### src/rtl/pll_drp_reconfig_ctrl.sv
// Retunes PLL CLKOUT0 over DRP: holds PLL reset, read-modify-writes ClkReg1/ClkReg2, releases reset, waits for lock.
// One request at a time (req_ready_o only in IDLE); define PLL_DRP_READBACK_EN to verify both registers before reset release.
module pll_drp_reconfig_ctrl #(
   parameter logic [6:0] ClkReg1Addr   = 7'h08,
   parameter logic [6:0] ClkReg2Addr   = 7'h09,
   parameter int         RstHoldCycles = 16,
   parameter int         DrdyTimeout   = 64,
   parameter int         LockTimeout   = 65536,
   parameter logic [6:0] ResetDiv      = 7'd24
) (
   input  logic        clk_i,
   input  logic        rst_i,
   input  logic        req_valid_i,
   output logic        req_ready_o,
   input  logic [6:0]  req_div_i,
   output logic        busy_o,
   output logic        done_o,
   output logic        err_o,
   output logic [6:0]  cur_div_o,
   output logic [6:0]  drp_daddr_o,
   output logic        drp_den_o,
   output logic        drp_dwe_o,
   output logic [15:0] drp_di_o,
   input  logic [15:0] drp_do_i,
   input  logic        drp_drdy_i,
   output logic        pll_rst_o,
   input  logic        pll_locked_i
);
   localparam int CntW = $clog2(LockTimeout + DrdyTimeout + RstHoldCycles) + 1;
   localparam logic [CntW-1:0] HoldLast = CntW'(RstHoldCycles - 1);
   localparam logic [CntW-1:0] DrdyLast = CntW'(DrdyTimeout - 1);
   localparam logic [CntW-1:0] LockLast = CntW'(LockTimeout - 1);

   typedef enum logic [3:0] {
      IDLE, HOLD_RST, RD1, WAIT_RD1, WR1, WAIT_WR1, RD2, WAIT_RD2, WR2, WAIT_WR2,
`ifdef PLL_DRP_READBACK_EN
      RB1, WAIT_RB1, RB2, WAIT_RB2,
`endif
      WAIT_LOCK, DONE
   } state_t;

   state_t            state_q, state_d, wait_next;
   logic [CntW-1:0]   cnt_q, cnt_d;
   logic [6:0]        div_q, cur_div_q;
   logic [15:0]       wr1_q, wr2_q, w1_new, w2_new;
   logic [5:0]        f_high, f_low;
   logic              err_q, err_set, pll_rst_q, pll_rst_d;
   logic              accept, div_ok, drp_wait, rb_bad;

   assign accept = req_valid_i && (state_q == IDLE);
   assign div_ok = (req_div_i != 7'd0) && (req_div_i <= 7'd63);

   // Fields are built from the captured divide; upper bits of the read word are preserved
   assign f_high = {1'b0, div_q[5:1]};
   assign f_low  = div_q[5:0] - f_high;
   assign w1_new = {drp_do_i[15:12], f_high, f_low};
   assign w2_new = {drp_do_i[15:8], div_q[0], (div_q == 7'd1), drp_do_i[5:0]};

   assign req_ready_o = (state_q == IDLE);
   assign busy_o      = (state_q != IDLE);
   assign done_o      = (state_q == DONE);
   assign err_o       = err_q;
   assign cur_div_o   = cur_div_q;
   assign pll_rst_o   = pll_rst_q;

   always_ff @(posedge clk_i or posedge rst_i) begin
      if (rst_i) state_q <= IDLE;
      else       state_q <= state_d;
   end

   always_comb begin
      drp_wait  = 1'b1;
      wait_next = IDLE;
      rb_bad    = 1'b0;
      case (state_q)
         WAIT_RD1: wait_next = WR1;
         WAIT_WR1: wait_next = RD2;
         WAIT_RD2: wait_next = WR2;
`ifdef PLL_DRP_READBACK_EN
         WAIT_WR2: wait_next = RB1;
         WAIT_RB1: begin wait_next = RB2;       rb_bad = (drp_do_i != wr1_q); end
         WAIT_RB2: begin wait_next = WAIT_LOCK; rb_bad = (drp_do_i != wr2_q); end
`else
         WAIT_WR2: wait_next = WAIT_LOCK;
`endif
         default:  drp_wait = 1'b0;
      endcase
   end

   always_comb begin
      state_d     = state_q;
      cnt_d       = cnt_q;
      err_set     = 1'b0;
      drp_den_o   = 1'b0;
      drp_dwe_o   = 1'b0;
      drp_daddr_o = '0;
      drp_di_o    = '0;
      // Every DRP wait shares one completion/timeout rule; the counter restarts on each exit
      if (drp_wait) begin
         if (drp_drdy_i) begin
            cnt_d = '0;
            if (rb_bad) begin
               err_set = 1'b1;
               state_d = DONE;
            end else begin
               state_d = wait_next;
            end
         end else if (cnt_q == DrdyLast) begin
            err_set = 1'b1;
            state_d = DONE;
         end else begin
            cnt_d = cnt_q + CntW'(1);
         end
      end
      case (state_q)
         IDLE: if (req_valid_i) begin
            state_d = div_ok ? HOLD_RST : DONE;
            cnt_d   = HoldLast;
         end
         HOLD_RST: if (cnt_q == '0) state_d = RD1;
                   else             cnt_d   = cnt_q - CntW'(1);
         RD1: begin
            drp_den_o = 1'b1; drp_daddr_o = ClkReg1Addr; cnt_d = '0; state_d = WAIT_RD1;
         end
         WR1: begin
            drp_den_o = 1'b1; drp_dwe_o = 1'b1; drp_daddr_o = ClkReg1Addr; drp_di_o = wr1_q;
            cnt_d = '0; state_d = WAIT_WR1;
         end
         RD2: begin
            drp_den_o = 1'b1; drp_daddr_o = ClkReg2Addr; cnt_d = '0; state_d = WAIT_RD2;
         end
         WR2: begin
            drp_den_o = 1'b1; drp_dwe_o = 1'b1; drp_daddr_o = ClkReg2Addr; drp_di_o = wr2_q;
            cnt_d = '0; state_d = WAIT_WR2;
         end
`ifdef PLL_DRP_READBACK_EN
         RB1: begin
            drp_den_o = 1'b1; drp_daddr_o = ClkReg1Addr; cnt_d = '0; state_d = WAIT_RB1;
         end
         RB2: begin
            drp_den_o = 1'b1; drp_daddr_o = ClkReg2Addr; cnt_d = '0; state_d = WAIT_RB2;
         end
`endif
         WAIT_LOCK: if (pll_locked_i) begin
            state_d = DONE;
         end else if (cnt_q == LockLast) begin
            err_set = 1'b1;
            state_d = DONE;
         end else begin
            cnt_d = cnt_q + CntW'(1);
         end
         DONE:    state_d = IDLE;
         default: ;
      endcase
      pll_rst_d = !(state_d inside {IDLE, WAIT_LOCK, DONE});
   end

   always_ff @(posedge clk_i or posedge rst_i) begin
      if (rst_i) begin
         cnt_q     <= '0;
         div_q     <= '0;
         wr1_q     <= '0;
         wr2_q     <= '0;
         err_q     <= 1'b0;
         cur_div_q <= ResetDiv;
         pll_rst_q <= 1'b0;
      end else begin
         cnt_q     <= cnt_d;
         pll_rst_q <= pll_rst_d;
         if (accept) begin
            div_q <= req_div_i;
            err_q <= !div_ok;
         end else if (err_set) begin
            err_q <= 1'b1;
         end
         if (drp_drdy_i && state_q == WAIT_RD1) wr1_q <= w1_new;
         if (drp_drdy_i && state_q == WAIT_RD2) wr2_q <= w2_new;
         if (state_q == DONE && !err_q) cur_div_q <= div_q;
      end
   end
endmodule

### config.mk
export PLATFORM = sky130hd
export DESIGN_NAME = pll_drp_reconfig_ctrl
export DESIGN_NICKNAME = d
export VERILOG_FILES = /design/src/rtl/pll_drp_reconfig_ctrl.sv
export SDC_FILE = /design/constraint.sdc
export NUM_CORES = 1
export LEC_CHECK = 0
export BUFFER_PORTS_ARGS = -buffer_cell sky130_fd_sc_hd__buf_2
export CORE_ASPECT_RATIO = 0.5
export CORE_MARGIN = 1
export CORE_UTILIZATION = 43
export CTS_CLUSTER_SIZE = 10
export DETAILED_ROUTE_END_ITERATION = 10
export PLACE_DENSITY = 0.62
export SLEW_MARGIN = 10
export SYNTH_ARGS = -nofsm -noshare
export SYNTH_HDL_FRONTEND = slang
export SYNTH_SLANG_ARGS = --single-unit
### constraint.sdc
create_clock -name clk_i -period 5.7 [get_ports clk_i]
set_input_delay 0.855 -clock clk_i [delete_from_list [all_inputs] [get_ports clk_i]]
set_output_delay 0.855 -clock clk_i [all_outputs]
set_load 0.02 [all_outputs]
* After elaboration in Yosys (flattened, before gate mapping)
Index checks and enable logic that the tools add are counted.
Word-level totals: word-level logic and storage cells 79, output and inout port bits 37, register bits 69, input port bits 28
Cells by class: reduce and logical (&&, ||, !) cells 20, add/subtract/negate cells 3, equality and inequality tests 16, order comparisons 1, mux-type cells 31
Operator list (count):
- two-way mux 18 bit | 7
- one-hot mux 18 bit (4 select lines) | 1
- two-way mux 4 bit | 8
- one-hot mux 16 bit (2 select lines) | 1
- one-hot mux 4 bit (8 select lines) | 1
- equality test 4 bit, second input constant | 6
- adder 18 x 1 -> 18 bit, second input constant | 1
- equality test 18 x 16 -> 1 bit, second input constant | 1
- equality test 18 x 6 -> 1 bit, second input constant | 1
- logical NOT 18 bit | 1
- subtractor 18 x 1 -> 18 bit, second input constant | 1
- equality test 4 x 3 -> 1 bit, second input constant | 4
- one-hot mux 4 bit (4 select lines) | 1
- two-way mux 1 bit | 11
- equality test 4 x 2 -> 1 bit, second input constant | 2
- logical NOT 4 bit | 2
- one-hot mux 4 bit (2 select lines) | 1
- OR reduction 4 bit | 2
- equality test 7 x 1 -> 1 bit, second input constant | 1
- <= comparator 7 x 6 -> 1 bit, second input constant | 1
- nonzero test 7 bit | 1
- OR reduction 2 bit | 3
- subtractor 6 x 5 -> 6 bit | 1
- logical AND 1 bit | 5
- other kinds (5) | 7

* Logic depth before layout (Yosys ltp)
Gate-level depths: netlist of the first run.
depth after elaboration 10, gate-level depth with buffers 9, mapped depth without buffers 8

* Worst setup path after synthesis of the first run
OpenSTA, ideal clock, no wires.
kind register to output, start point register state_q[2], end point output drp_di_o[0], stages on the path, launching flop included 7, arrival 1940 ps, setup slack 2905 ps, path buffers 3, required time 4845 ps, cells stage by stage dfrtp_1 -> buf_2 -> buf_1 -> nand2b_1 -> nor3_1 -> clkbuf_1 -> a22o_1
On the way: word-level cells in the longest chain between the ends 2, elaborated cells between the ends (all ways) 3, those cells by class eq/ne: 2; mux: 1
Ends and longest elaborated chain:
- start: declaration | RTL line 42 | state_t state_q, state_d, wait_next;
- start signal: assignment | RTL line 68 | else state_q <= state_d;
- equality test 4 bit or equality test 4 x 3 -> 1 bit (tied branches) | RTL line 115 | case (state_q)
- one-hot mux 16 bit (2 select lines) * | RTL line 115
- end: declaration | RTL line 23 | output logic [15:0] drp_di_o,
Mark *: on every way between the ends. The rest lies on a longest branch, timed or not.

* Worst setup path in the final report of the first run
start point register state_q[2], end point output drp_di_o[7]
The elaborated chain is that of the path after synthesis.

==> results.txt, run 1 <==
Bufs and invs on worst path -> 1
Area Overhead vs Synth -> 14.38%
Reg clk slew, reported paths -> 0.06 ns
Mean Syn Cell Area -> 9.248 um2
CP max stage cell -> nor3_2
WP data arrival -> 2.56 ns
#FFs+latches synth -> 69
DR iter-0 viols -> 302
core area -> 0.01025 mm2
initial antenna violation count -> 0
IO Count -> 65
initial core utilization -> 0.4431
TritonCTS Buffers -> 9
Worst VDD drop -> 206.4 uV
crit path from -> state_q[2]
max-cap violations -> 0
Max Root-Sink Buffers -> 2
critical path, cell by cell -> nand2b_1 -> nor3_2 -> a22o_1 -> buf_2
Slew Viols, Final -> 0
drt via density -> 5.822
HP Class -> reg2reg
Filler Cell Count -> 947
Total Power -> 3.123 mW
final hold violations -> 0
Final Setup Violations -> 0
setup TNS -> 0 ns
Least-Margin Pin Slew -> 1.080 ns
Die Span Y -> 74.66 um
H-tree depth -> 3
Synth Instances -> 491
CP required -> 4.85 ns
Setup Crit Path Kind -> reg2out
share of cells above drive strength 1 -> 0.2561
final wirelength -> 11440 um
Reg area -> 0.001729 mm2
critical path's top delay family -> simple AND/OR/NAND/NOR gates
Worst Skew -> 0.004807 ns
Hold Startpoint -> wr1_q[3]
first-pass GRT wire length -> 18760 um
vias in the first global route -> 3645
CTS tree -> built
kind of end point of the critical path -> output port
Post-synth ARST share -> 1.000
largest net degree at the start of global routing -> 70
Most used DFF post-synth -> dfrtp_1
# port buffers -> 57
DR DRC count -> 0
total track usage -> 0.2217
hold_buf cts -> 0
Unique masters post-synth -> 78
CP max stage delay -> 0.85 ns
crit-path max FO -> 22
slew margin rel. -> 0.2760
die area -> 0.01100 mm2
register area share after synthesis -> 0.3808
Min Clock Period, post-route -> 3.417 ns
RR Startpoint -> cnt_q[6]
Resize count post-CTS -> 0
WL/cell -> 16.95 um
# nets final -> 570
Achievable Freq -> 0.2926 GHz
Detailed Place HPWL -> 7741 um
RSZ-0062 raised after global routing -> false
Startpoint Class -> flip-flop
r2r setup slk -> 2.29 ns
Tcrit/Tclk final -> 0.5995
post-CTS setup buffers -> 0
Final ANT Viol Nets -> 0
synthesized area -> 0.004541 mm2
status -> finished, final reports clean
leakage power -> 2.278 nW
CTS Sinks -> 69
area of the multi-input gates -> 0.002584 mm2
Synth Warn # -> 0
Vias -> 3930
Post-synth EDFFs -> 0
pwr dens -> 601.4 mW/mm2
TritonRoute pass-1 iters -> 7
clk_lat worst skew -> 0.34 ns
Core Rows -> 26
n_diodes -> 0
grt total ovfl -> 0
final RePlAce weighted congestion -> 0.8241
CTS root buffer -> clkbuf_16
Die X -> 147.3 um
==> placed cells by master (no fill, tap or decap), types with 6 or more instances in the layout <==
cell type,synthesis,routed
nand2b_1,6,6
or3_1,9,9
nor3_1,12,11
nand2_1,58,58
nand3_1,7,7
o22ai_1,7,7
o21ai_0,22,22
xnor2_1,10,10
buf_2,12,57
nor4_1,6,6
a21oi_1,20,20
a22o_1,16,16
nor2_1,32,32
and3_1,7,7
dfrtp_1,67,67
clkbuf_16,0,9
inv_1,18,17
mux2_2,30,30
xor2_1,6,6
nand4_1,7,7
ha_1,11,11
==> synth_stat cells, types with 5 or more instances <==
library cell | count | area [um2]
nor4_1 | 6 | 37.54
ha_1 | 11 | 137.6
nor2_1 | 32 | 120.1
dfrtp_1 | 67 | 1677
nor3_1 | 12 | 60.06
xnor2_1 | 10 | 87.58
nand2b_1 | 6 | 37.54
or3_1 | 9 | 56.30
xor2_1 | 6 | 52.55
nand3_1 | 7 | 35.03
a22o_1 | 16 | 140.1
buf_2 | 12 | 60.06
clkbuf_1 | 14 | 52.55
a31oi_1 | 5 | 31.28
or2_2 | 5 | 31.28
mux2_2 | 30 | 337.8
inv_1 | 18 | 67.56
a221oi_1 | 5 | 43.79
nand4_1 | 7 | 43.79
o22ai_1 | 7 | 43.79
o21ai_0 | 22 | 110.1
buf_4 | 6 | 45.04
o32ai_1 | 5 | 43.79
nand2_1 | 58 | 217.7
a21oi_1 | 20 | 100.1
and3_1 | 7 | 43.79
==> state kept, by name (all words and copies together) (netlist names) <==
signal     cells
pll_rst_o      1
div_q          7
wr2_q         16
wr1_q         15
cnt_q         18
state_q        4
cur_div_o      7
err_o          1
==> metrics by stage <==
stage                     setup slack [ns]  cell area [um2]  instances    util  hold slack [ns]
final                                2.283             5194        675  0.5068           0.4789
after detailed placement             2.353             4863        659  0.4746           0.4670
after floorplan                      2.905             4556        495       -           0.4391
after CTS                            2.194             5194        675  0.5068           0.4832
after global placement               2.377             4863        659  0.4746           0.4636
after global routing                 2.013             5194        675  0.5068           0.5138
==> metal layers <==
| layer | share of wire | GRT usage |
|---|---|---|
| met5 | 0 | 0 |
| met4 | 0.020 | 0.08247 |
| met3 | 0.048 | 0.05394 |
| met2 | 0.45 | 0.3501 |
| met1 | 0.48 | 0.3012 |
==> worst paths after layout <==
check | depth (start not counted) | endpoint
worst min-delay path | 2 | wr1_q[3]
worst min register to register | 2 | wr1_q[3]
worst max-delay path | 4 | drp_di_o[7]
worst max register to register | 6 | cnt_q[2]
max in group asynchronous | 3 | cnt_q[11]
min in group asynchronous | 3 | div_q[3]
==> tightest hold or removal path: stages (launching register included) <==
cell     delay, ns
dfrtp_1       0.35
nand2_1       0.05
nand2_1       0.05
==> where the power goes <==
group / total (mW) / switching, mW / internal (mW)
Clock: 0.628 / 0.238 / 0.390
Sequential: 1.01 / 0.295 / 0.710
Combinational: 1.49 / 0.861 / 0.629
Total: 3.12 / 1.39 / 1.73
==> logic make-up (layout without fill, tap and decap cells) <==
group,after synthesis,count (layout),synth area share
compound gates,130,130,0.2105
buf+inv,54,94,0.05456
mux,33,33,0.08377
other cells,1,5,0.0008259
xor+xnor,16,16,0.03086
simple gates,176,176,0.2039
flops,69,69,0.3808
fa+ha+maj,12,12,0.03472
==> cell type report <==
class / count / share of cell area
Clock inverter: 7 / 0.02024
Tap cell: 140 / 0.03373
Multi-Input combinational cell: 372 / 0.4975
Sequential cell: 69 / 0.3329
Timing Repair Buffer: 60 / 0.05926
Clock buffer: 9 / 0.04336
Inverter: 18 / 0.01301
(Power assumes the default switching activity.)
==> run 2: changes to the inputs <==
PLACE_DENSITY = 0.64   (was 0.62)
clock period = 2.75 ns   (was 5.7 ns; I/O delays follow)
==> run 2 against run 1 <==
  * Count of clock-buffer cells in the layout is 3 higher
  * Non-clock buffer count is 33 higher
  * Sequential power is 89% higher
  * Highest routed layer unchanged
==> results.txt, run 2 (same netlist as run 1, synthesis figures left out) <==
Max Root-Sink Buffers -> 2 (unchanged)
CTS tree -> built
Slew Viols, Final -> 0 (unchanged)
CTS Sinks -> 69 (unchanged)
CTS root buffer -> clkbuf_16
leakage power -> 2.446 nW (+7.4%)
total track usage -> 0.2335 (+0.01177)
H-tree depth -> 3 (unchanged)
Die X -> 147.3 um (unchanged)
Largest register FFs -> 18 (unchanged)
max-cap violations -> 0 (unchanged)
status -> finished, final reports clean
Reg clk slew, reported paths -> 0.06 ns (about the same)
clk_lat worst skew -> 0.34 ns (about the same)
pwr dens -> 1232 mW/mm2 (+100%)
HP Class -> in2async
Min Clock Period, post-route -> 2.593 ns
vias in the first global route -> 3926 (+7.7%)
CP max stage delay -> 0.55 ns (-0.30 ns)
kind of end point of the critical path -> output port
final RePlAce weighted congestion -> 0.8776 (+6.5%)
Vias -> 4087 (+4.0%)
Startpoint Class -> flip-flop
final wirelength -> 11950 um (+4.5%)
final core utilization -> 0.5342 (+0.02735)
final hold violations -> 0 (unchanged)
largest net degree at the start of global routing -> 35 (-50%)
drt via density -> 5.773 (-0.85%)
WP data arrival -> 2.18 ns (-0.38 ns)
IO Count -> 65 (unchanged)
initial core utilization -> 0.4431 (unchanged)
Achievable Freq -> 0.3857 GHz
Bufs and invs on worst path -> 2 (+1)
commonest non-fill, non-tap cell in the layout -> dfrtp_1
Tcrit/Tclk final -> 0.9428
setup TNS -> 0 ns (unchanged)
RSZ-0062 raised after global routing -> false
# nets final -> 603 (+5.8%)
core area -> 0.01025 mm2 (unchanged)
Top reg by flops -> cnt_q
Final Cell Area -> 0.005474 mm2 (+5.4%)
critical path's top delay family -> simple AND/OR/NAND/NOR gates
slew margin rel. -> 0.5464 (+0.2704)
DR iter-0 viols -> 297 (-1.7%)
CP max stage cell -> nor3_4
n_diodes -> 0 (unchanged)
WL/cell -> 16.88 um (-0.39%)
share of cells above drive strength 1 -> 0.2993 (+0.04322)
Final ANT Viol Nets -> 0 (unchanged)
Regs by FF count -> cnt_q: 18 flops, wr2_q: 16 flops, wr1_q: 15 flops
Area Overhead vs Synth -> 20.56%
Reg area -> 0.001730 mm2 (about the same)
crit-path max FO -> 17 (-23%)
Filler Cell Count -> 972 (+2.6%)
initial antenna violation count -> 0 (unchanged)
Detailed Place HPWL -> 8560 um (+11%)
die area -> 0.01100 mm2 (unchanged)
Die Span Y -> 74.66 um (unchanged)
critical path, cell by cell -> buf_4 -> nand2b_1 -> nor3_4 -> a22o_1 -> buf_2
DP Area -> 0.005136 mm2 (+5.6%)
TritonCTS Buffers -> 9 (unchanged)
most frequent cells in the layout -> dfrtp_1, nand2_1, buf_2
Setup Crit Path Kind -> reg2out
TritonRoute pass-1 iters -> 7 (unchanged)
Least-Margin Pin Slew -> 0.6794 ns (-0.4007 ns)
Total Power -> 6.742 mW (+120%)
Worst Skew -> 0.01019 ns (+0.005385 ns)
first-pass GRT wire length -> 19840 um (+5.8%)
DR DRC count -> 0 (unchanged)
# port buffers -> 57 (unchanged)
Worst VDD drop -> 461.6 uV (+120%)
area of the multi-input gates -> 0.002605 mm2 (+0.82%)
CP required -> 2.34 ns (-2.51 ns)
Final Setup Violations -> 0 (unchanged)
Core Rows -> 26 (unchanged)
post-CTS setup buffers -> 0 (unchanged)
grt total ovfl -> 0 (unchanged)
==> run 2: worst reg2reg max path, stage by stage (launching register included) <==
cell	delay (ns)
dfrtp_1	0.42
inv_1	0.11
ha_1	0.15
or4b_1	0.45
nor3b_2	0.28
buf_4	0.18
nand4_1	0.13
a311oi_2	0.43
o22ai_1	0.14
o221ai_1	0.19
==> run 2: timing repair <==
item | in CTS | in global routing
endpoints found under the setup margin | 16 | 18
gates resized for setup | 1 | 4
pin swaps | 0 | 0
hold buffers | 0 | 0
==> run 2: where the power goes <==
group | switching (mW) | internal (mW)
sequential | 0.430 | 1.48
combinational | 2.05 | 1.56
clock | 0.465 | 0.759
total | 2.95 | 3.79
==> run 2: final cells by class <==
| cell class | count | area share |
|---|---|---|
| clock buffers | 12 | 0.04686 |
| clock inverters | 4 | 0.01006 |
| inverters | 18 | 0.01234 |
| multi-input cells | 372 | 0.4759 |
| flip-flops and latches | 69 | 0.3161 |
| well taps | 140 | 0.03200 |
| repair buffers | 93 | 0.1067 |
==> run 2: per-stage QoR <==
step | hold slack (ns) | worst slack [ns] | std cells
finish | 0.1750 | 0.1573 | 708
global route | 0.2376 | 0.01153 | 708
CTS | 0.2038 | 0.1037 | 708
detailed placement | 0.4647 | 0.1656 | 692
global placement | 0.4609 | 0.2001 | 692
floorplan | 0.4391 | 0.3742 | 495
==> run 2: path summary, 6_finish.rpt <==
path	start	end	slack, ns	depth (start not counted)
max reg2reg	cnt_q[1]	cnt_q[3]	0.17	9
min reg2reg	wr1_q[3]	wr1_q[3]	0.48	2
max	state_q[3]	drp_di_o[12]	0.16	5
min in group clk_i	drp_do_i[14]	wr1_q[14]	0.28	3
min	rst_i	div_q[3]	0.18	2
max in group asynchronous	rst_i	wr1_q[13]	1.77	4
==> run 2: routing by layer <==
layer,global-route usage,share of wire,vias up
met5,0,0,-
met4,0.07560,0.0075,0
met2,0.3868,0.47,124
met1,0.3097,0.47,2005
li1,-,-,1949
met3,0.05333,0.047,9
==> run 3: changes to the inputs <==
CTS_BUF_LIST = sky130_fd_sc_hd__clkbuf_4 sky130_fd_sc_hd__clkbuf_8 sky130_fd_sc_hd__clkbuf_16   (was default)
==> run 3 against run 2 <==
  * Setup slack improved by 0.0027 ns
  * Sequential power hardly changed
  * Final area about the same
  * Register-to-register slack about the same
  * Combinational power barely moved
  * Core utilization hardly changed
  * Critical path type unchanged
==> results.txt, run 3 (same netlist as run 1, synthesis figures left out) <==
status -> finished, final reports clean
Die X -> 147.3 um (unchanged)
DR iter-0 viols -> 297 (unchanged)
worst r2r path cells -> 9 (unchanged)
drt via density -> 5.742 (-0.54%)
CTS root buffer -> clkbuf_16
RSZ-0062 raised after global routing -> false
TritonRoute pass-1 iters -> 5 (-2)
vias in the first global route -> 3926 (unchanged)
TritonCTS Buffers -> 9 (unchanged)
DR DRC count -> 0 (unchanged)
crit-path max FO -> 17 (unchanged)
Min Clock Period, post-route -> 2.590 ns (-0.002705 ns)
Achievable Freq -> 0.3861 GHz (+0.10%)
setup TNS -> 0 ns (unchanged)
Worst VDD drop -> 461.7 uV (about the same)
CTS Sinks -> 69 (unchanged)
Top reg by flops -> cnt_q
initial core utilization -> 0.4431 (unchanged)
commonest non-fill, non-tap cell in the layout -> dfrtp_1
DP Area -> 0.005136 mm2 (unchanged)
pwr dens -> 1233 mW/mm2 (+0.11%)
Final ANT Viol Nets -> 0 (unchanged)
Setup Crit Path Kind -> reg2out
Filler Cell Count -> 970 (-0.21%)
final core utilization -> 0.5346 (about the same)
Detailed Place HPWL -> 8560 um (unchanged)
HP Class -> in2async
Least-Margin Pin Slew -> 0.6799 ns (+0.0005172 ns)
initial antenna violation count -> 0 (unchanged)
final RePlAce weighted congestion -> 0.8776 (unchanged)
slew margin rel. -> 0.5461 (about the same)
largest net degree at the start of global routing -> 35 (unchanged)
final hold violations -> 0 (unchanged)
CP required -> 2.34 ns (about the same)
Vias -> 4065 (-0.54%)
clk_lat worst skew -> 0.34 ns (about the same)
kind of end point of the critical path -> output port
max-cap violations -> 0 (unchanged)
grt total ovfl -> 0 (unchanged)
share of cells above drive strength 1 -> 0.3011 (+0.001761)
Die Span Y -> 74.66 um (unchanged)
Regs by FF count -> cnt_q: 18 flops, wr2_q: 16 flops, wr1_q: 15 flops
n_diodes -> 0 (unchanged)
post-CTS setup buffers -> 0 (unchanged)
core area -> 0.01025 mm2 (unchanged)
CTS tree -> built
most frequent cells in the layout -> dfrtp_1, nand2_1, buf_2
first-pass GRT wire length -> 19840 um (unchanged)
IO Count -> 65 (unchanged)
final wirelength -> 11970 um (about the same)
WL/cell -> 16.90 um (about the same)
Tcrit/Tclk final -> 0.9418 (-0.0009836)
hold_buf cts -> 0 (unchanged)
Max Root-Sink Buffers -> 2 (unchanged)
Slew Viols, Final -> 0 (unchanged)
Reg clk slew, reported paths -> 0.06 ns (about the same)
Worst Skew -> 0.01122 ns (+0.001025 ns)
Largest register FFs -> 18 (unchanged)
Core Rows -> 26 (unchanged)
total track usage -> 0.2335 (unchanged)
die area -> 0.01100 mm2 (unchanged)
Final Setup Violations -> 0 (unchanged)
H-tree depth -> 3 (unchanged)
# nets final -> 603 (unchanged)
Startpoint Class -> flip-flop
leakage power -> 2.450 nW (+0.14%)
WP data arrival -> 2.18 ns (about the same)
Final Cell Area -> 0.005478 mm2 (about the same)
Area Overhead vs Synth -> 20.64% (about the same)
# port buffers -> 57 (unchanged)
run 3: cell counts in the layout (fill, tap and decap cells not counted):
No cell type changed its count.
run 3: worst paths after layout:
kind | from | to | slack (ns)
max reg2reg | cnt_q[1] | cnt_q[4] | 0.17
min reg2reg | wr1_q[3] | wr1_q[3] | 0.48
min | rst_i | div_q[3] | 0.18
max | state_q[3] | drp_di_o[12] | 0.16
min in group clk_i | drp_do_i[14] | wr1_q[14] | 0.28
max in group asynchronous | rst_i | wr1_q[13] | 1.77
run 3: final cells by class:
class	count	area (um2)	share of cell area
Clock buffer	12	260.3	0.04751
Clock inverter	4	55.05	0.01005
Inverter	18	67.56	0.01233
Multi-Input combinational cell	372	2605	0.4756
Sequential cell	69	1730	0.3159
Tap cell	140	175.2	0.03198
Timing Repair Buffer	93	584.3	0.1067
run 3: per-layer routing:
layer | vias up | share of wire | routed length, um | global-route usage
met5 | - | 0 | 0 | 0
met4 | 0 | 0.0076 | 91 | 0.07560
met3 | 9 | 0.045 | 537 | 0.05333
met2 | 120 | 0.47 | 5645 | 0.3868
met1 | 1987 | 0.48 | 5691 | 0.3097
li1 | 1949 | - | - | -
run 3: power by group:
group | leakage, nW | switching, mW | internal (mW)
clock | 0.153 | 0.466 | 0.769
combinational | 1.44 | 2.05 | 1.56
sequential | 0.861 | 0.432 | 1.48
run 3: critical path, stage by stage (launching register included):
cell      delay [ns]
dfrtp_2         0.45
buf_4           0.20
nand2b_1        0.21
nor3_4          0.55
a22o_1          0.25
buf_2           0.17
run 3: repair_timing:
| action | CTS | global route |
|---|---|---|
| resized for setup | 1 | 4 |
| endpoints found under the setup margin | 16 | 18 |
| hold endpoints to repair | 0 | 0 |
| pin swaps | 0 | 0 |
run 3: per-stage QoR:
step,hold slack (ns),worst slack (ns),power [mW],instances
after floorplan,0.4391,0.3742,4.394,495
after global placement,0.4609,0.2001,5.388,692
after detailed placement,0.4647,0.1656,5.444,692
after CTS,0.2038,0.1037,6.728,708
after global routing,0.2376,0.01153,7.253,708
final,0.1751,0.1600,6.754,708
